$ cat config.mk
export PLATFORM = sky130hd
export DESIGN_NAME = conv_sram_arbiter
export DESIGN_NICKNAME = d
export VERILOG_FILES = /design/src/rtl/conv_sram_arbiter.sv
export SDC_FILE = /design/constraint.sdc
export NUM_CORES = 1
export LEC_CHECK = 0
export BUFFER_PORTS_ARGS = -buffer_cell sky130_fd_sc_hd__buf_2
export CELL_PAD_IN_SITES_DETAIL_PLACEMENT = 0
export CELL_PAD_IN_SITES_GLOBAL_PLACEMENT = 1
export CORE_AREA = 2 2 126 116
export DETAILED_ROUTE_END_ITERATION = 8
export DIE_AREA = 0 0 128 118
export GPL_ROUTABILITY_DRIVEN = 0
export PLACE_DENSITY = 0.87
export SYNTH_ARGS = -nofsm -noshare
export SYNTH_HDL_FRONTEND = slang
export SYNTH_SLANG_ARGS = --single-unit
export TNS_END_PERCENT = 50
$ cat constraint.sdc
create_clock -name clk -period 4 [get_ports clk]
set_input_delay 0.2 -clock clk [delete_from_list [all_inputs] [get_ports clk]]
set_output_delay 0.2 -clock clk [all_outputs]
set_load 0.01 [all_outputs]
$ cat src/rtl/conv_sram_arbiter.sv
//------------------------------------------------------------------------------
// conv_sram_arbiter
//
// Purpose:
//   Shares one single-port pixel SRAM between two clients of a convolution
//   pipeline:
//     - a Gaussian-filter writer, whose writes are posted into a small FIFO
//       (write buffer) and drained to the SRAM one entry per grant;
//     - a FAST-detector reader, which is granted directly and gets its pixel
//       back one cycle after the grant.
//   When both clients have a candidate in the same cycle, the one that did
//   not win the previous grant wins (1-bit round robin).  A read whose
//   address matches any write still sitting in the buffer is held off until
//   those writes have reached the SRAM, so the reader never sees stale data
//   for a location it has already been told about.
//
// Parameters:
//   X_MAX, Y_MAX   image width / height bounds (set coordinate widths)
//   PIXEL_DEPTH    pixel width in bits
//   WBUF_DEPTH     write buffer entries, power of two, at least 2
//
// Ports:
//   clk          single clock, rising edge
//   n_rst        synchronous active-low reset; all outputs forced to 0 while low
//   flush        synchronous clear of buffer, round robin and read-valid state
//   wr_valid     write request            wr_ready   write accepted this cycle
//   wr_x/wr_y    write coordinates        wr_data    write pixel
//   rd_valid     read request             rd_ready   read granted this cycle
//   rd_x/rd_y    read coordinates
//   rd_rvalid    read data valid (registered, one cycle after grant)
//   rd_rdata     read pixel, sram_rdat while rd_rvalid, else 0
//   sram_x/y     SRAM address             sram_ren / sram_wen   SRAM enables
//   sram_wdat    SRAM write data          sram_rdat  SRAM read data (+1 cycle)
//   wbuf_count   number of buffered writes
//   busy         high while the write buffer is non-empty
//------------------------------------------------------------------------------
module conv_sram_arbiter #(
    parameter  int X_MAX       = 400,
    parameter  int Y_MAX       = 400,
    parameter  int PIXEL_DEPTH = 8,
    parameter  int WBUF_DEPTH  = 4,
    localparam int XW          = $clog2(X_MAX) + 1,
    localparam int YW          = $clog2(Y_MAX) + 1,
    localparam int CW          = $clog2(WBUF_DEPTH) + 1
) (
    input  logic                   clk,
    input  logic                   n_rst,
    input  logic                   flush,
    // Gaussian write port
    input  logic                   wr_valid,
    output logic                   wr_ready,
    input  logic [XW-1:0]          wr_x,
    input  logic [YW-1:0]          wr_y,
    input  logic [PIXEL_DEPTH-1:0] wr_data,
    // FAST read port
    input  logic                   rd_valid,
    output logic                   rd_ready,
    input  logic [XW-1:0]          rd_x,
    input  logic [YW-1:0]          rd_y,
    output logic                   rd_rvalid,
    output logic [PIXEL_DEPTH-1:0] rd_rdata,
    // SRAM port
    output logic [XW-1:0]          sram_x,
    output logic [YW-1:0]          sram_y,
    output logic                   sram_ren,
    output logic                   sram_wen,
    output logic [PIXEL_DEPTH-1:0] sram_wdat,
    input  logic [PIXEL_DEPTH-1:0] sram_rdat,
    // Status
    output logic [CW-1:0]          wbuf_count,
    output logic                   busy
);

    // Pointer width; pointers wrap naturally because WBUF_DEPTH is a power of two.
    localparam int PW = $clog2(WBUF_DEPTH);

    //--------------------------------------------------------------------------
    // Helpers
    //--------------------------------------------------------------------------

    // True when two pixel coordinates name the same SRAM location.
    function automatic logic f_addr_match(
        input logic [XW-1:0] ax,
        input logic [YW-1:0] ay,
        input logic [XW-1:0] bx,
        input logic [YW-1:0] by
    );
        return (ax == bx) && (ay == by);
    endfunction

    // True when slot 'slot' currently holds a buffered write: its distance
    // from the read pointer (modulo depth) is below the occupancy count.
    function automatic logic f_slot_valid(
        input logic [PW-1:0] slot,
        input logic [PW-1:0] rptr,
        input logic [CW-1:0] count
    );
        logic [PW-1:0] ofs;
        ofs = slot - rptr;
        return (CW'(ofs) < count);
    endfunction

    //--------------------------------------------------------------------------
    // State
    //--------------------------------------------------------------------------
    logic [XW-1:0]          r_fifo_x [WBUF_DEPTH];
    logic [YW-1:0]          r_fifo_y [WBUF_DEPTH];
    logic [PIXEL_DEPTH-1:0] r_fifo_d [WBUF_DEPTH];
    logic [PW-1:0]          r_wptr;
    logic [PW-1:0]          r_rptr;
    logic [CW-1:0]          r_count;
    logic                   r_last_grant;   // 0 = write won last, 1 = read won last
    logic                   r_rd_rvalid;

    //--------------------------------------------------------------------------
    // Decode
    //--------------------------------------------------------------------------
    logic                   w_full;
    logic                   w_wr_ready;
    logic                   w_push;
    logic [WBUF_DEPTH-1:0]  w_slot_hit;
    logic                   w_hazard;
    logic                   w_wr_cand;
    logic                   w_rd_cand;
    logic                   w_gnt_wr;
    logic                   w_gnt_rd;

    // Acceptance is decoded from the registered count only, so an entry pushed
    // this cycle can reach the SRAM no earlier than the next cycle.
    assign w_full     = (r_count == CW'(WBUF_DEPTH));
    assign w_wr_ready = n_rst & ~flush & ~w_full;
    assign w_push     = wr_valid & w_wr_ready;

    // Per-slot read-after-write hazard detection against buffered writes.
    always_comb begin
        w_slot_hit = {WBUF_DEPTH{1'b0}};
        for (int i = 0; i < WBUF_DEPTH; i++) begin
            w_slot_hit[i] = f_slot_valid(PW'(i), r_rptr, r_count) &
                            f_addr_match(r_fifo_x[i], r_fifo_y[i], rd_x, rd_y);
        end
    end

    assign w_hazard  = |w_slot_hit;
    assign w_wr_cand = n_rst & ~flush & (r_count != {CW{1'b0}});
    assign w_rd_cand = n_rst & ~flush & rd_valid & ~w_hazard;

    // Grant selection: a lone candidate always wins; on contention the
    // requester that did not win the previous grant goes first.
    always_comb begin
        w_gnt_wr = 1'b0;
        w_gnt_rd = 1'b0;
        case ({w_wr_cand, w_rd_cand})
            2'b11: begin
                if (r_last_grant) begin
                    w_gnt_wr = 1'b1;
                end else begin
                    w_gnt_rd = 1'b1;
                end
            end
            2'b10: w_gnt_wr = 1'b1;
            2'b01: w_gnt_rd = 1'b1;
            default: begin
                w_gnt_wr = 1'b0;
                w_gnt_rd = 1'b0;
            end
        endcase
    end

    //--------------------------------------------------------------------------
    // SRAM and client-side outputs
    //--------------------------------------------------------------------------

    // SRAM command mux: head of the write buffer, the read address, or all zero.
    always_comb begin
        sram_ren  = 1'b0;
        sram_wen  = 1'b0;
        rd_ready  = 1'b0;
        sram_x    = {XW{1'b0}};
        sram_y    = {YW{1'b0}};
        sram_wdat = {PIXEL_DEPTH{1'b0}};
        if (w_gnt_wr) begin
            sram_wen  = 1'b1;
            sram_x    = r_fifo_x[r_rptr];
            sram_y    = r_fifo_y[r_rptr];
            sram_wdat = r_fifo_d[r_rptr];
        end else if (w_gnt_rd) begin
            sram_ren  = 1'b1;
            rd_ready  = 1'b1;
            sram_x    = rd_x;
            sram_y    = rd_y;
            sram_wdat = {PIXEL_DEPTH{1'b0}};
        end else begin
            sram_ren  = 1'b0;
            sram_wen  = 1'b0;
            rd_ready  = 1'b0;
            sram_x    = {XW{1'b0}};
            sram_y    = {YW{1'b0}};
            sram_wdat = {PIXEL_DEPTH{1'b0}};
        end
    end

    // Status and read-return outputs are gated by n_rst so that every output
    // is zero while reset is held, including the first reset cycle before the
    // registers have been cleared by a clock edge.
    assign wr_ready   = w_wr_ready;
    assign wbuf_count = n_rst ? r_count : {CW{1'b0}};
    assign busy       = n_rst & (r_count != {CW{1'b0}});
    assign rd_rvalid  = n_rst & r_rd_rvalid;
    assign rd_rdata   = (n_rst & r_rd_rvalid) ? sram_rdat : {PIXEL_DEPTH{1'b0}};

    //--------------------------------------------------------------------------
    // Sequential logic
    //--------------------------------------------------------------------------

    // Write buffer storage; only slots covered by the count are ever consumed,
    // so the payload itself needs no reset.
    always_ff @(posedge clk) begin
        if (w_push) begin
            r_fifo_x[r_wptr] <= wr_x;
            r_fifo_y[r_wptr] <= wr_y;
            r_fifo_d[r_wptr] <= wr_data;
        end
    end

    // Buffer pointers, occupancy, round-robin history and read-valid pipeline.
    always_ff @(posedge clk) begin
        if (!n_rst) begin
            r_wptr       <= {PW{1'b0}};
            r_rptr       <= {PW{1'b0}};
            r_count      <= {CW{1'b0}};
            r_last_grant <= 1'b0;
            r_rd_rvalid  <= 1'b0;
        end else if (flush) begin
            // Flush drops every buffered write and any read result in flight.
            r_wptr       <= {PW{1'b0}};
            r_rptr       <= {PW{1'b0}};
            r_count      <= {CW{1'b0}};
            r_last_grant <= 1'b0;
            r_rd_rvalid  <= 1'b0;
        end else begin
            if (w_push) begin
                r_wptr <= r_wptr + PW'(1);
            end else begin
                r_wptr <= r_wptr;
            end

            if (w_gnt_wr) begin
                r_rptr <= r_rptr + PW'(1);
            end else begin
                r_rptr <= r_rptr;
            end

            // Push and pop in the same cycle leave the occupancy unchanged.
            case ({w_push, w_gnt_wr})
                2'b10:   r_count <= r_count + CW'(1);
                2'b01:   r_count <= r_count - CW'(1);
                default: r_count <= r_count;
            endcase

            if (w_gnt_wr | w_gnt_rd) begin
                r_last_grant <= w_gnt_rd;
            end else begin
                r_last_grant <= r_last_grant;
            end

            r_rd_rvalid <= w_gnt_rd;
        end
    end

endmodule
After elaboration in Yosys (flattened, before gate mapping)
Memory sizes are Yosys's and may differ from the RTL's. A register that Yosys moved wholly into a read port is not among the register bits.
Cells that the tools add are included.

storage, ports and cells
  register bits after elaboration = 9
  RAM bits = 112
  input bits = 61
  output and inout bits = 45
  logic and storage cells = 82
  memories kept = 3

memory list
  memory    words  width  read ports  clocked after memory_dff  write ports  line  text
  r_fifo_x  4      10     5           1                         1            106   logic [XW-1:0] r_fifo_x [WBUF_DEPTH];
  r_fifo_y  4      10     5           1                         1            107   logic [YW-1:0] r_fifo_y [WBUF_DEPTH];
  r_fifo_d  4      8      1           1                         1            108   logic [PIXEL_DEPTH-1:0] r_fifo_d [WBUF_DEPTH];

cells by class
  add/sub/neg operators = 8
  order comparisons = 4
  equal/unequal tests = 14
  muxes and demuxes = 23
  bitwise gates (word level) = 17
  reduce and logical (&&, ||, !) cells = 8

operator list
  operator                                                                number
  10-bit equality test                                                    8
  10-bit 2-to-1 mux                                                       4
  8-bit 2-to-1 mux                                                        2
  1-bit AND                                                               12
  2-bit by 3-bit < comparator with 1-bit output                           4
  2-bit 2-to-1 mux                                                        6
  1-bit 2-to-1 mux                                                        7
  2-bit equality test (second input constant)                             3
  3-bit case mux with 2 select lines                                      1
  2-bit by 1-bit adder with 2-bit output (second input constant)          2
  2-bit by 1-bit equality test with 1-bit output (second input constant)  2
  1-bit logical AND                                                       4
  1-bit inverter                                                          4
  1-bit case mux with 2 select lines                                      2
  4-bit OR reduction                                                      1
  1-bit by 2-bit subtractor with 2-bit output (first input constant)      2
  2-bit subtractor (first input constant)                                 2
  3-bit by 1-bit adder with 3-bit output (second input constant)          1
  3-bit equality test (second input constant)                             1
  3-bit 2-to-1 mux                                                        1
  3-bit nonzero test                                                      1
  3-bit by 1-bit subtractor with 3-bit output (second input constant)     1
  2-bit nonzero test                                                      1
  2-bit OR reduction                                                      1
  1-bit bitwise OR                                                        1

Longest topological paths before layout
  word-level depth = 10
  depth in mapped cells = 17
  depth with buffers taken out = 15

Worst setup path before layout
No wires, ideal clock.

  path kind = register to register
  from = register r_rptr[0]
  to = register r_count[2]
  setup time = 0.070 ns
  arrival = 3.093 ns
  required time = 3.930 ns
  setup slack = 0.837 ns
  stages on the path, launching flop included = 18
  buffers on the path = 2
  clock period less this slack = 3.163 ns
  cells stage by stage = dfxtp_1 > buf_4 > xnor2_1 > inv_1 > ha_1 > a21oi_1 > o21ai_0 > o22ai_1 > or4_4 > o21ai_4 > buf_4 > inv_1 > ha_1 > inv_1 > fa_1 > xor2_1 > or3_1 > a21oi_1

between the ends
  cells in the longest elaborated chain, start to end = 10
  elaborated cells between the ends (all ways) = 22
  classes of those cells = add/sub (4); order compare (4); eq/ne (4); mux (2); bitwise (6); reduce/logical (2)

ends and longest elaborated chain
  item                                                                                   line  text
  start: declaration                                                                     110   logic [PW-1:0] r_rptr;
  start signal: assignment                                                               229   r_rptr <= {PW{1'b0}};
  start signal: assignment                                                               236   r_rptr <= {PW{1'b0}};
  start signal: assignment                                                               248   r_rptr <= r_rptr + PW'(1);
  1-bit by 2-bit subtractor with 2-bit output or 2-bit subtractor (tied branches)        99    ofs = slot - rptr;
  2-bit by 3-bit < comparator with 1-bit output                                          100   return (CW'(ofs) < count);
  1-bit AND                                                                              138   w_slot_hit[i] = f_slot_valid(PW'(i), r_rptr, r_count) &
  4-bit OR reduction *                                                                   143   assign w_hazard = |w_slot_hit;
  1-bit inverter *                                                                       145   assign w_rd_cand = n_rst & ~flush & rd_valid & ~w_hazard;
  1-bit AND *                                                                            145
  2-bit equality test                                                                    152   case ({w_wr_cand, w_rd_cand})
  1-bit case mux with 2 select lines *                                                   152
  2-bit by 1-bit equality test with 1-bit output or 2-bit equality test (tied branches)  254   case ({w_push, w_gnt_wr})
  3-bit case mux with 2 select lines or 2-bit nonzero test (tied branches)               n/a
  end signal: assignment                                                                 255   2'b10: r_count <= r_count + CW'(1);
  end signal: assignment                                                                 256   2'b01: r_count <= r_count - CW'(1);
  end signal: assignment                                                                 257   default: r_count <= r_count;
  end: declaration                                                                       111   logic [CW-1:0] r_count;

Mark *: on every way between the ends. The rest lies on a longest branch, timed or not.
A chain may end at the register's enable or synchronous reset.

Worst setup path in the final report
  from = register r_rptr[0]
  to = output port sram_y[3]

between the ends
  cells in the longest elaborated chain, start to end = 10
  elaborated cells between the ends (all ways) = 22
  classes of those cells = add/sub (4); order compare (4); eq/ne (3); mux (4); bitwise (6); reduce/logical (1)

ends and longest elaborated chain
  item                                                                                   line  text
  1-bit by 2-bit subtractor with 2-bit output or 2-bit subtractor (tied branches)        99
  2-bit by 3-bit < comparator with 1-bit output                                          100
  1-bit AND                                                                              138
  4-bit OR reduction *                                                                   143
  1-bit inverter *                                                                       145
  1-bit AND *                                                                            145
  2-bit by 1-bit equality test with 1-bit output or 2-bit equality test (tied branches)  152
  1-bit case mux with 2 select lines                                                     152
  10-bit 2-to-1 mux                                                                      186   end else if (w_gnt_rd) begin
  10-bit 2-to-1 mux *                                                                    181   if (w_gnt_wr) begin
  end: declaration                                                                       64    output logic [YW-1:0] sram_y,

Marks and branches as above.

==> Implementation_results.wiki <==
{| class="wikitable"
! Metric !! Value
|-
| Total number of yosys warnings || 0
|-
| Final setup viols || 0
|-
| Total wire length after detailed routing || 14.1 mm
|-
| Final worst clock skew || approximately 0.015 ns
|-
| Number of buffers added on ports || about 110
|-
| Total overflow reported by the global router || 0
|-
| Nets in the synthesized netlist || 488
|-
| Wire length of the first global-routing pass || 21.6 mm
|-
| Area inside the core boundary || 0.0137 mm²
|-
| Run status || finished, final reports clean
|-
| Effective utilization at floorplan || 44.4%
|-
| Max-slew violation count || 0
|-
| # DRC || 0
|-
| Chip Width || 128 µm
|-
| Max stage delay cell, worst path || sky130_fd_sc_hd__or4_4
|-
| Leakage || 0.00282 µW
|-
| Period utilisation layout || 87.6%
|-
| Maximum number of pins on one net before global-route repair || 31
|-
| Leading cell types by total area after synthesis || sky130_fd_sc_hd__edfxtp_1 (55%), sky130_fd_sc_hd__mux4_2 (10%), sky130_fd_sc_hd__xor2_1 (9.5%), sky130_fd_sc_hd__dfxtp_1 (3.6%), sky130_fd_sc_hd__o2bb2ai_1 (2.9%)
|-
| Via-to-Cell Ratio || around 5.4
|-
| Number of clock sinks || between 100 and 150
|-
| Worst Setup End Kind || output pin
|-
| Type of the setup path with the least slack || reg2out
|-
| Total via count after detailed routing || 3833
|-
| Most frequently used cell type in the post-synthesis netlist || sky130_fd_sc_hd__edfxtp_1
|-
| Hold Fails Final Rpt || 0
|-
| Cell count after synthesis || around 420
|-
| Slew headroom || around 28%
|-
| Count of cells along the worst hold path || 1
|-
| Clock latency of the later-clocked register in the worst-skew pair || 0.42 ns
|-
| Total setup buffers inserted after CTS || 0
|-
| CTS tree || done
|-
| Flops & latches, synth || 123
|-
| Number of buffers and inverters on the critical path || 3
|-
| Category of cells accounting for the largest share of critical-path delay || compound AO/OA/AOI/OAI gates
|-
| Clock period minus worst slack || approximately 3.5 ns
|-
| Share of the synthesized area in the top cell type || a little under three fifths
|-
| Library cells used by synthesis || 35
|-
| Total inserted antenna cells || 0
|-
| Crit Reg-Reg Startpoint || r_rptr[0]$_SDFFE_PP0N_
|-
| Top cells by count, synth || sky130_fd_sc_hd__edfxtp_1 (112), sky130_fd_sc_hd__xor2_1 (66), sky130_fd_sc_hd__inv_1 (29)
|-
| Hpwl dp || around 9.9 mm
|-
| Post-synth EDFFs || 112
|-
| Worst Setup Start Kind || flop
|-
| Setup Total Neg Slack || 0 ns
|-
| H-tree depth reported by CTS || 4
|-
| Top-level port count || approximately 110
|-
| Worst Hold End || r_fifo_x[3][5]$_DFFE_PP_
|-
| Residual antenna-violating net count after detailed routing || 0
|-
| Total Nets Final || 596
|-
| Worst Reg2Reg Path Length in Cells || 15
|-
| 1st-iter DRT viols || between 200 and 250
|-
| Required time of the critical path || between 3 and 4 ns
|-
| Post-route core utilization || 53.9%
|-
| Die Ht || roughly 120 µm
|-
| Endpoint of the worst-slack reg-to-reg timing path || r_count[2]$_SDFFE_PP0P_
|-
| Share of cells above drive strength 1 || 31.6%
|-
| Sequential element share of the synthesized area || 58.7%
|-
| Largest driver fanout on the critical path || 16
|-
| Number of buffers on the longest clock path || 2
|-
| Overall Global Routing Usage || 19.6%
|-
| Number of buffers added by the clock tree synthesis step || 17
|-
| Maximum achievable frequency || 0.285 GHz
|-
| Unrepaired setup endpoints after global routing || no
|-
| First-pass DRT Iterations || 5
|-
| Setup slack on the worst flop-to-flop path || between 0.8 and 0.9 ns
|-
| Post-synthesis instance area || just over 0.006 mm²
|-
| Critical path launch point || r_rptr[0]$_SDFFE_PP0N_
|-
| Initial antenna violation count || 0
|-
| CTS root buf || sky130_fd_sc_hd__clkbuf_16
|-
| Avg Cell Area, Syn || 14.6 µm²
|-
| Worst-path cell chain || xnor2_1 > inv_1 > ha_1 > a21oi_1 > o21ai_0 > o22ai_1 > or4_4 > a21oi_2 > buf_4 > o2bb2ai_1 > buf_2
|-
| FP Rows || about 40
|-
| Worst Tran Pin Value || 1.08 ns
|-
| Arr. time, crit path || between 3 and 4 ns
|-
| Share of flip-flops with an asynchronous set or reset || 0%
|-
| Via count of the first global-routing pass || 3852
|-
| Worst hold path class || in2reg
|-
| Syn-to-layout area delta || 21.4%
|-
| Hold path startpoint || wr_x[5]
|-
| Dominant register cell in the synthesized netlist || sky130_fd_sc_hd__edfxtp_1
|-
| Max_cap viols || 0
|-
| Final routed wire length divided by cell count || between 15 and 20 µm
|-
| Die Outline Area || 0.0151 mm²
|-
| Areal power density over the cells || ~420 mW/mm²
|-
| Worst supply voltage drop on vdd || around 0.25 mV
|-
| Largest stage delay, worst path || between 0.5 and 0.6 ns
|-
| Cell taking the most area after synthesis || sky130_fd_sc_hd__edfxtp_1
|-
| Clock transition at the registers of the reported paths || 0.06 ns
|}
[power by group]
group | internal [µW] | leakage (µW) | switching, µW
clock network | 970 | 0.000274 | 536
logic | 81.8 | 0.00144 | 101
registers | 1420 | 0.00110 | 10.4
[sequential cells by signal (all words and copies together), names as in the netlist, named ones only]
register,count
r_fifo_d,32
r_rd_rvalid,1
r_fifo_x,40
r_wptr,2
r_fifo_y,40
r_last_grant,1
r_count,3
r_rptr,2
[timing repair]
action,CTS,global route
resized for setup,0,0
setup endpoints to repair,0,0
hold endpoints to repair,41,4
hold buffers,11,1
[worst reg2reg max path, stage by stage, from the launching register on]
cell and delay (ns):
sky130_fd_sc_hd__dfxtp_1 0.45, sky130_fd_sc_hd__xnor2_1 0.18, sky130_fd_sc_hd__inv_1 0.07, sky130_fd_sc_hd__ha_1 0.27, sky130_fd_sc_hd__a21oi_1 0.05, sky130_fd_sc_hd__o21ai_0 0.16
sky130_fd_sc_hd__o22ai_1 0.11, sky130_fd_sc_hd__or4_4 0.59, sky130_fd_sc_hd__o21ai_4 0.15, sky130_fd_sc_hd__inv_1 0.07, sky130_fd_sc_hd__ha_1 0.20, sky130_fd_sc_hd__inv_1 0.07
sky130_fd_sc_hd__fa_1 0.18, sky130_fd_sc_hd__xor2_1 0.08, sky130_fd_sc_hd__or3_1 0.31, sky130_fd_sc_hd__a21oi_1 0.15
[cell usage in the layout, fill, tap and decap left out, drive strengths merged, types with 5 or more instances in the layout]
master       instances
edfxtp             112
buf                111
xor2                66
inv                 30
mux4                28
o2bb2ai             20
clkbuf              19
xnor2               18
nor4                16
and3                12
dlygate4sd3         12
dfxtp               11
nor2b               10
ha                   9
a21oi                8
nand4                6
nand2                6
clkinv               6
and2                 5
nor2                 5
[stage by stage]
| stage | hold WS [ns] | power [µW] | instance area [µm²] | setup slack (ns) | instances |
|---|---|---|---|---|---|
| final | 0.00605 | 3110 | 7410 | 0.495 | 710 |
| after global placement | 0.411 | 1620 | 6710 | 0.929 | 666 |
| after detailed placement | 0.416 | 1620 | 6710 | 0.897 | 666 |
| after floorplan | 0.299 | 1550 | 6100 | 0.837 | 417 |
| after global routing | 0.00250 | 3210 | 7410 | 0.314 | 710 |
| after CTS | 0.000627 | 3130 | 7400 | 0.505 | 709 |
[worst max-delay path by stage]
stage	end	cells past startpoint
final	sram_y[3]	11
after global routing	sram_y[3]	11
after CTS	sram_y[3]	11
after detailed placement	r_count[2]$_SDFFE_PP0P_	15
after global placement	r_count[2]$_SDFFE_PP0P_	13
after floorplan	r_count[2]$_SDFFE_PP0P_	17
[logic make-up after synthesis]
logic type / synth area share, %
mux: 10.8
flops: 58.7
simple gates: 6.46
fa+ha+maj: 2.17
xor+xnor: 12.1
buf+inv: 4.84
compound gates: 4.96
[cell type report]
type / count / area (µm²)
Sequential cell: 123 / 3590
Clock inverter: 13 / 150
Timing Repair Buffer: 123 / 691
Multi-Input combinational cell: 231 / 2230
Clock buffer: 19 / 433
Fill cell: 1124 / 6340
Tap cell: 172 / 215
Inverter: 29 / 109
[metal layers]
| metal | GRT usage (%) | vias up | wire [µm] |
|---|---|---|---|
| met1 | 25.5 | 1929 | 6030 |
| met3 | 5.36 | 14 | 753 |
| li1 | - | 1761 | - |
| met5 | 0 | - | 0 |
| met2 | 32.3 | 129 | 7170 |
| met4 | 5.36 | 0 | 189 |
Power figures use the tool's default switching activity.
